===== src/rtl/ramz_pingpong.sv =====
// Multi-bank ping-pong block RAM between zig-zag and quantiser stages.
// Define RAMZ_PP_OUTREG_EN for a registered read output (2-cycle latency).
module ramz_pingpong #(
  parameter  int RAMADDR_W = 6,
  parameter  int RAMDATA_W = 12,
  parameter  int NBANKS    = 2,
  localparam int BANK_W    = $clog2(NBANKS)
) (
  input  logic                 clk,
  input  logic                 rst_n,
  input  logic [RAMDATA_W-1:0] d,
  input  logic [RAMADDR_W-1:0] waddr,
  input  logic                 we,
  input  logic                 wr_commit,
  output logic                 wr_ready,
  input  logic [RAMADDR_W-1:0] raddr,
  input  logic                 rd,
  input  logic                 rd_release,
  output logic                 rd_avail,
  output logic [RAMDATA_W-1:0] q,
  output logic                 q_valid,
  output logic [BANK_W-1:0]    wr_bank,
  output logic [BANK_W-1:0]    rd_bank,
  output logic [BANK_W:0]      blk_count,
  input  logic                 err_clr,
  output logic                 wr_err,
  output logic                 rd_err
);

  localparam int DEPTH = 2 ** RAMADDR_W;
  localparam int MEM_N = NBANKS * DEPTH;
  localparam int AW    = BANK_W + RAMADDR_W;

  logic [RAMDATA_W-1:0] mem [MEM_N];
  logic [AW-1:0]        ra_q;
  logic                 rv_q;
  logic [RAMDATA_W-1:0] mem_q;
  logic                 wr_ok, cm_ok, rd_ok, rl_ok;
  logic                 wr_bad, rd_bad;

  function automatic logic [BANK_W-1:0] nxt(input logic [BANK_W-1:0] b);
    return (b == BANK_W'(NBANKS - 1)) ? '0 : b + 1'b1;
  endfunction

  assign wr_ready = (blk_count != (BANK_W+1)'(NBANKS));
  assign rd_avail = (blk_count != '0);

  assign wr_ok  = we & wr_ready;
  assign cm_ok  = wr_commit & wr_ready;
  assign rd_ok  = rd & rd_avail;
  assign rl_ok  = rd_release & rd_avail;
  assign wr_bad = (we | wr_commit) & ~wr_ready;
  assign rd_bad = (rd | rd_release) & ~rd_avail;

  always_ff @(posedge clk or negedge rst_n) begin
    if (!rst_n) begin
      wr_bank   <= '0;
      rd_bank   <= '0;
      blk_count <= '0;
      wr_err    <= 1'b0;
      rd_err    <= 1'b0;
      ra_q      <= '0;
      rv_q      <= 1'b0;
    end else begin
      if (cm_ok) wr_bank <= nxt(wr_bank);
      if (rl_ok) rd_bank <= nxt(rd_bank);
      case ({cm_ok, rl_ok})
        2'b10:   blk_count <= blk_count + 1'b1;
        2'b01:   blk_count <= blk_count - 1'b1;
        default: blk_count <= blk_count;
      endcase
      // A fresh error outranks a clear in the same cycle
      wr_err <= wr_bad | (wr_err & ~err_clr);
      rd_err <= rd_bad | (rd_err & ~err_clr);
      if (rd_ok) ra_q <= {rd_bank, raddr};
      rv_q <= rd_ok;
    end
  end

  always_ff @(posedge clk) begin
    if (wr_ok) mem[{wr_bank, waddr}] <= d;
  end

  assign mem_q = mem[ra_q];

`ifdef RAMZ_PP_OUTREG_EN
  always_ff @(posedge clk or negedge rst_n) begin
    if (!rst_n) begin
      q       <= '0;
      q_valid <= 1'b0;
    end else begin
      q_valid <= rv_q;
      if (rv_q) q <= mem_q;
    end
  end
`else
  assign q       = mem_q;
  assign q_valid = rv_q;
`endif

endmodule


===== config.mk =====
export PLATFORM = sky130hd
export DESIGN_NAME = ramz_pingpong
export DESIGN_NICKNAME = d
export VERILOG_FILES = /design/src/rtl/ramz_pingpong.sv
export SDC_FILE = /design/constraint.sdc
export NUM_CORES = 1
export LEC_CHECK = 0
export CORE_MARGIN = 5
export CORE_UTILIZATION = 40
export CTS_BUF_LIST = sky130_fd_sc_hd__clkbuf_8
export CTS_CLUSTER_DIAMETER = 60
export DETAILED_ROUTE_END_ITERATION = 7
export GPL_ROUTABILITY_DRIVEN = 0
export PLACE_DENSITY = 0.57
export SKIP_LAST_GASP = 1
export SYNTH_ARGS = -nofsm -noshare
export SYNTH_HDL_FRONTEND = slang
export SYNTH_SLANG_ARGS = --single-unit

===== constraint.sdc =====
create_clock -name clk -period 3.14 [get_ports clk]
set_input_delay 0.628 -clock clk [delete_from_list [all_inputs] [get_ports clk]]
set_output_delay 0.628 -clock clk [all_outputs]
set_load 0.02 [all_outputs]

# Word-level counts from Yosys, hierarchy flattened
# Memory sizes are Yosys's and may differ from the RTL's.
# Index checks and enable logic that the tools add are counted.
# op_classes
reduce_logical,2
mul,0
addsub,4
div_mod_pow,0
bitwise,15
n_eq_ne,3
n_shift,0
n_lt_le_gt_ge,0
mux,5
# op_table
cell,count
$and 1x1->1,8
$mux 1,4
$or 1x1->1,4
$pmux 2 s2,1
$reduce_bool 2->1,2
$not 1->1,3
$add 1x1->1 const B,2
$add 2x1->2 const B,1
$eq 2x1->1 const B,1
$eq 2x2->1 const B,1
$ne 2x2->1 const B,1
$sub 2x1->2 const B,1
# word_totals
mem_count,1
ram_bits,1536
regBits,14
input_bits,31
latch_bits,0
wordCells,37
output_inout_bits,21
rom_bits,0
# memory_table
memory,words,word_bits,rd,rd_ports_with_merged_regs,wr,line_no,rtl
mem,128,12,1,0,1,34,logic [RAMDATA_W-1:0] mem [MEM_N];

# Logic depth before layout (Yosys ltp)
# logic_depth
word_depth,4
depth_mapped,7
mapped_depth_nobuf,6

# Worst setup path after synthesis
# Ideal clock, no wire load.
# synth_path
path_kind,reg2out
from,register ra_q[0]
to,output port q[0]
path_buffers,2
slack_ns,-0.235
required_time_ns,2.512
arrival_time_ns,2.747
path_stages_with_launch,7
cell_sequence,dfrtp_1 buf_2 clkbuf_1 mux4_2 mux4_2 mux4_2 mux2_2
# synth_via
elab_chain_cells,1
# synth_lines
element,line_no,rtl
"start, declared",35,logic [AW-1:0] ra_q;
"start signal, assigned",75,"if (rd_ok) ra_q <= {rd_bank, raddr};"
$mem_v2 128x12,--,
"end, declared",20,"output logic [RAMDATA_W-1:0] q,"
# No other way between the ends.

# Worst setup path in the final report
# layout_path
from,register ra_q[0]
to,output port q[10]
# Same word-level chain as after synthesis.

==> results.tsv <==
stage	metric	value	unit
synthesis	count of cell types in the netlist	26	
status	failing checks	setup timing	
setup_path	worst r2r src	blk_count[0]	
power_and_ir_drop	Clk pwr share	27.3	%
setup_path	Worst Path Required	2.51	ns
drt	DR vias/cell	5.52	
synthesis	post-synthesis compound-gate area fraction	0.0274	%
synthesis	leading area contributor after synthesis	edfxtp_1	
power_and_ir_drop	power share of the sequential group	40.6	%
timing	setup violators final	12	
final_layout	fin nets	2910	
global_route	initial antenna violation count	10	
timing	RSZ-0062 raised after global routing	true	
timing	worst relative slew slack	34.3	%
synthesis	Synthesized Nets	2426	
setup_path	RR Endpoint	mem[55][0]	
clock_network	CTS tree	yes	
drt	Avg WL per Cell	29.9	um
global_route	Remaining Overflow, GRT	0	
floorplan	die width	395	um
setup_path	CP most frequent cell	mux4_2	
final_layout	fin area	0.0701	mm2
timing	final worst slack	-1.65	ns
setup_path	CP Launch Type	register	
global_route	global-route wire length before repair	214000	um
power_and_ir_drop	leakage	0.0224	uW
drt	DRC violations left	0	
floorplan	die area	0.156	mm2
status	status	finished, violations left	
final_layout	final core occ	47.5	%
synthesis	Synth Area in Simple Gates	1.24	%
timing	Post-Route Skew	0.0443	ns
synthesis	cell count after synthesis	2394	
run	Max Cap Viol	0	
floorplan	floorplan row count	141	
clock_network	clock tree buffer depth	3	
power_and_ir_drop	Final Power	57200	uW
place	post-place setup slack	-1.16	ns
final_layout	most frequent cells in the layout	1536 x edfxtp_1, 504 x mux4_2, 236 x clkbuf_8, 235 x buf_4, 132 x nor2_1	
synthesis	Syn Area/Cell	24.8	um2
drt	vias post-DR	27700	
hold_path	worst hold path class	in -> async	
synthesis	area share of the leading cell type in the synthesized netlist	77.6	%
synthesis	register area share after synthesis	78.2	%
timing	Max Fclk	0.209	GHz
synthesis	Area contributors post-synth	edfxtp_1 78%, mux4_2 19%, nor2_1 0.83%	
place	post-detailed-placement half-perimeter wirelength	93500	um
synthesis	Synth Warn #	0	
setup_path	CP Max Fanout	7	
power_and_ir_drop	cell area power density	816	mW/mm2
synthesis	post-synthesis xor/xnor area fraction	0.0737	%
power_and_ir_drop	Net Sw Frac	30.1	%
timing	post-route clock period utilization	153	%
final_layout	share of layout cells above drive strength 1	38.8	%
synthesis	Synth Area in Adders	0.0211	%
floorplan	Initial Util	40.2	%
setup_path	R2R depth	5	
clock_network	CTS buffer count	234	
setup_path	critical path's slowest cell	mux4_2	
timing	Max Transition Viols Final	0	
drt	iteration-0 DRC count of the detailed router	2570	
final_layout	Fillers	11800	
setup_path	CP Class	reg -> out	
synthesis	multiplexer share of the synthesized area	19.5	%
drt	Final ANT Viol Nets	0	
floorplan	die height	395	um
drt	drt pass-1 iters	7	
place	quantity of I/O buffers inserted on ports	51	
timing	Final Hold Viols	0	
setup_path	critical-path cell list	buf_12 -> buf_16 -> buf_16 -> buf_12 -> mux4_2 -> mux4_2 -> mux4_2 -> mux2_4 -> buf_6	
power_and_ir_drop	design internal power	40000	uW
global_route	Total GRT Usage	19.2	%
power_and_ir_drop	Combinational Power Share	32.2	%
timing	Worst Tran Pin Value	0.986	ns
final_layout	area of the multi-input gates	0.0124	mm2
drt	Total Wirelength	150000	um
final_layout	Area Overhead vs Synth	17.9	%
clock_network	total clock sinks	1550	
setup_path	r2r setup slk	0.78	ns
floorplan	core area	0.148	mm2
floorplan	Ports	52	
place	area of placed instances	0.0650	mm2
final_layout	sequential cell area	0.0465	mm2
synthesis	synthesized cell area	0.0594	mm2
timing	minimum clock period	4.79	ns
clock_network	Clk Latency, worst-skew pair	0.94	ns
synthesis	largest family of logic cells by synthesized area	multiplexers	
global_route	largest net degree at the start of global routing	129	
synthesis	flops & latches, synth	1550	
clock_network	H-Tree Depth	4	
timing	setup tns final	-19.15	ns
clock_network	CTS clk-pin slew, worst paths	0.07	ns
power_and_ir_drop	Net Sw Power	17200	uW
power_and_ir_drop	peak supply drop	1.22	mV
setup_path	CP max stage delay	0.60	ns
global_route	vias in the first global route	29000	
setup_path	Worst Path Arrival	4.16	ns
setup_path	critical path capture point type	primary output	
clock_network	root buf cell	clkbuf_8	
final_layout	commonest non-fill, non-tap cell in the layout	edfxtp_1	
[power groups by stage]
stage / Clock (uW) / Combinational, uW / Sequential, uW
3_3_place_gp: 0 / 17400 / 23600
3_5_place_dp: 0 / 17500 / 23600
4_1_cts: 16000 / 18600 / 23200
6_report: 15600 / 18400 / 23200
2_1_floorplan: 0 / 10200 / 23500
5_1_grt: 17000 / 19200 / 23200
[synthesized netlist by cell type, drive strengths merged]
| cell type | number |
|---|---|
| edfxtp | 1536 |
| mux4 | 504 |
| nor2 | 132 |
| clkbuf | 76 |
| buf | 57 |
| mux2 | 19 |
| dfrtp | 14 |
| nand2 | 11 |
| nand3 | 10 |
| or2 | 6 |
| nor2b | 5 |
| inv | 4 |
| nand3b | 4 |
| xnor2 | 3 |
| nor4 | 2 |
| o21ai | 2 |
| or3b | 2 |
| xor2 | 2 |
| and2 | 1 |
| ha | 1 |
| nand2b | 1 |
| nand4 | 1 |
| o22ai | 1 |
[worst max-delay path: cells and delay by family, from the launching register on]
family / cells / cell delay, ns
flip-flops: 1 / 0.43
multiplexers: 4 / 2.03
buffers and inverters: 5 / 0.76
[flip-flops by register name, summed over array words and instances, names as in the netlist]
signal	cells
mem	1536
ra_q	7
blk_count	2
q_valid	1
rd_bank	1
rd_err	1
wr_bank	1
wr_err	1
[per-stage QoR]
step	instances	hold slack (ns)
floorplan	2394	0.332
global placement	4540	0.491
detailed placement	4540	0.496
CTS	5002	0.0194
global route	5009	0.0863
finish	5010	0.110
[worst max-delay path by stage]
stage                       start  endpoint  slack (ns)  cells after the start
after detailed placement  ra_q[0]      q[0]       -1.16                      7
after CTS                 ra_q[0]     q[10]       -1.76                      9
after floorplan           ra_q[0]     q[10]      0.0009                      7
final                     ra_q[0]     q[10]       -1.65                      9
after global routing      ra_q[0]     q[10]       -1.76                      9
after global placement    ra_q[0]      q[0]       -1.17                      7
[kinds of logic (layout without fill, tap and decap cells)]
family | Yosys count | count (layout)
mux | 523 | 523
compound gates | 3 | 3
xor+xnor | 5 | 5
buf+inv | 137 | 820
other cells | 0 | 3
flops | 1550 | 1550
fa+ha+maj | 1 | 1
simple gates | 175 | 175
[metal layers]
metal  global-route usage, %  up-vias  share of wire [%]
li1                        -    11400                  -
met3                    5.74      236                8.8
met5                       0        -              0.033
met4                    5.32        8                2.5
met1                    25.6    14900                 40
met2                    31.0     1129                 49
[cell type report]
type / instances / area share [%]
Inverter: 4 / 0.0214
Antenna cell: 3 / 0.0107
Multi-Input combinational cell: 707 / 17.7
Clock inverter: 199 / 1.66
Timing Repair Buffer: 381 / 6.17
Tap cell: 1930 / 3.45
Clock buffer: 236 / 4.63
Sequential cell: 1550 / 66.3
[timing repair]
action / 4_1_cts / 5_1_grt
hold buffers: 1 / 0
hold endpoints to repair: 1 / 0
setup endpoints to repair: 12 / 12
buffers inserted: 19 / 6
gates resized for setup: 105 / 3
gates cloned: 7 / 1
(Power assumes the default switching activity.)
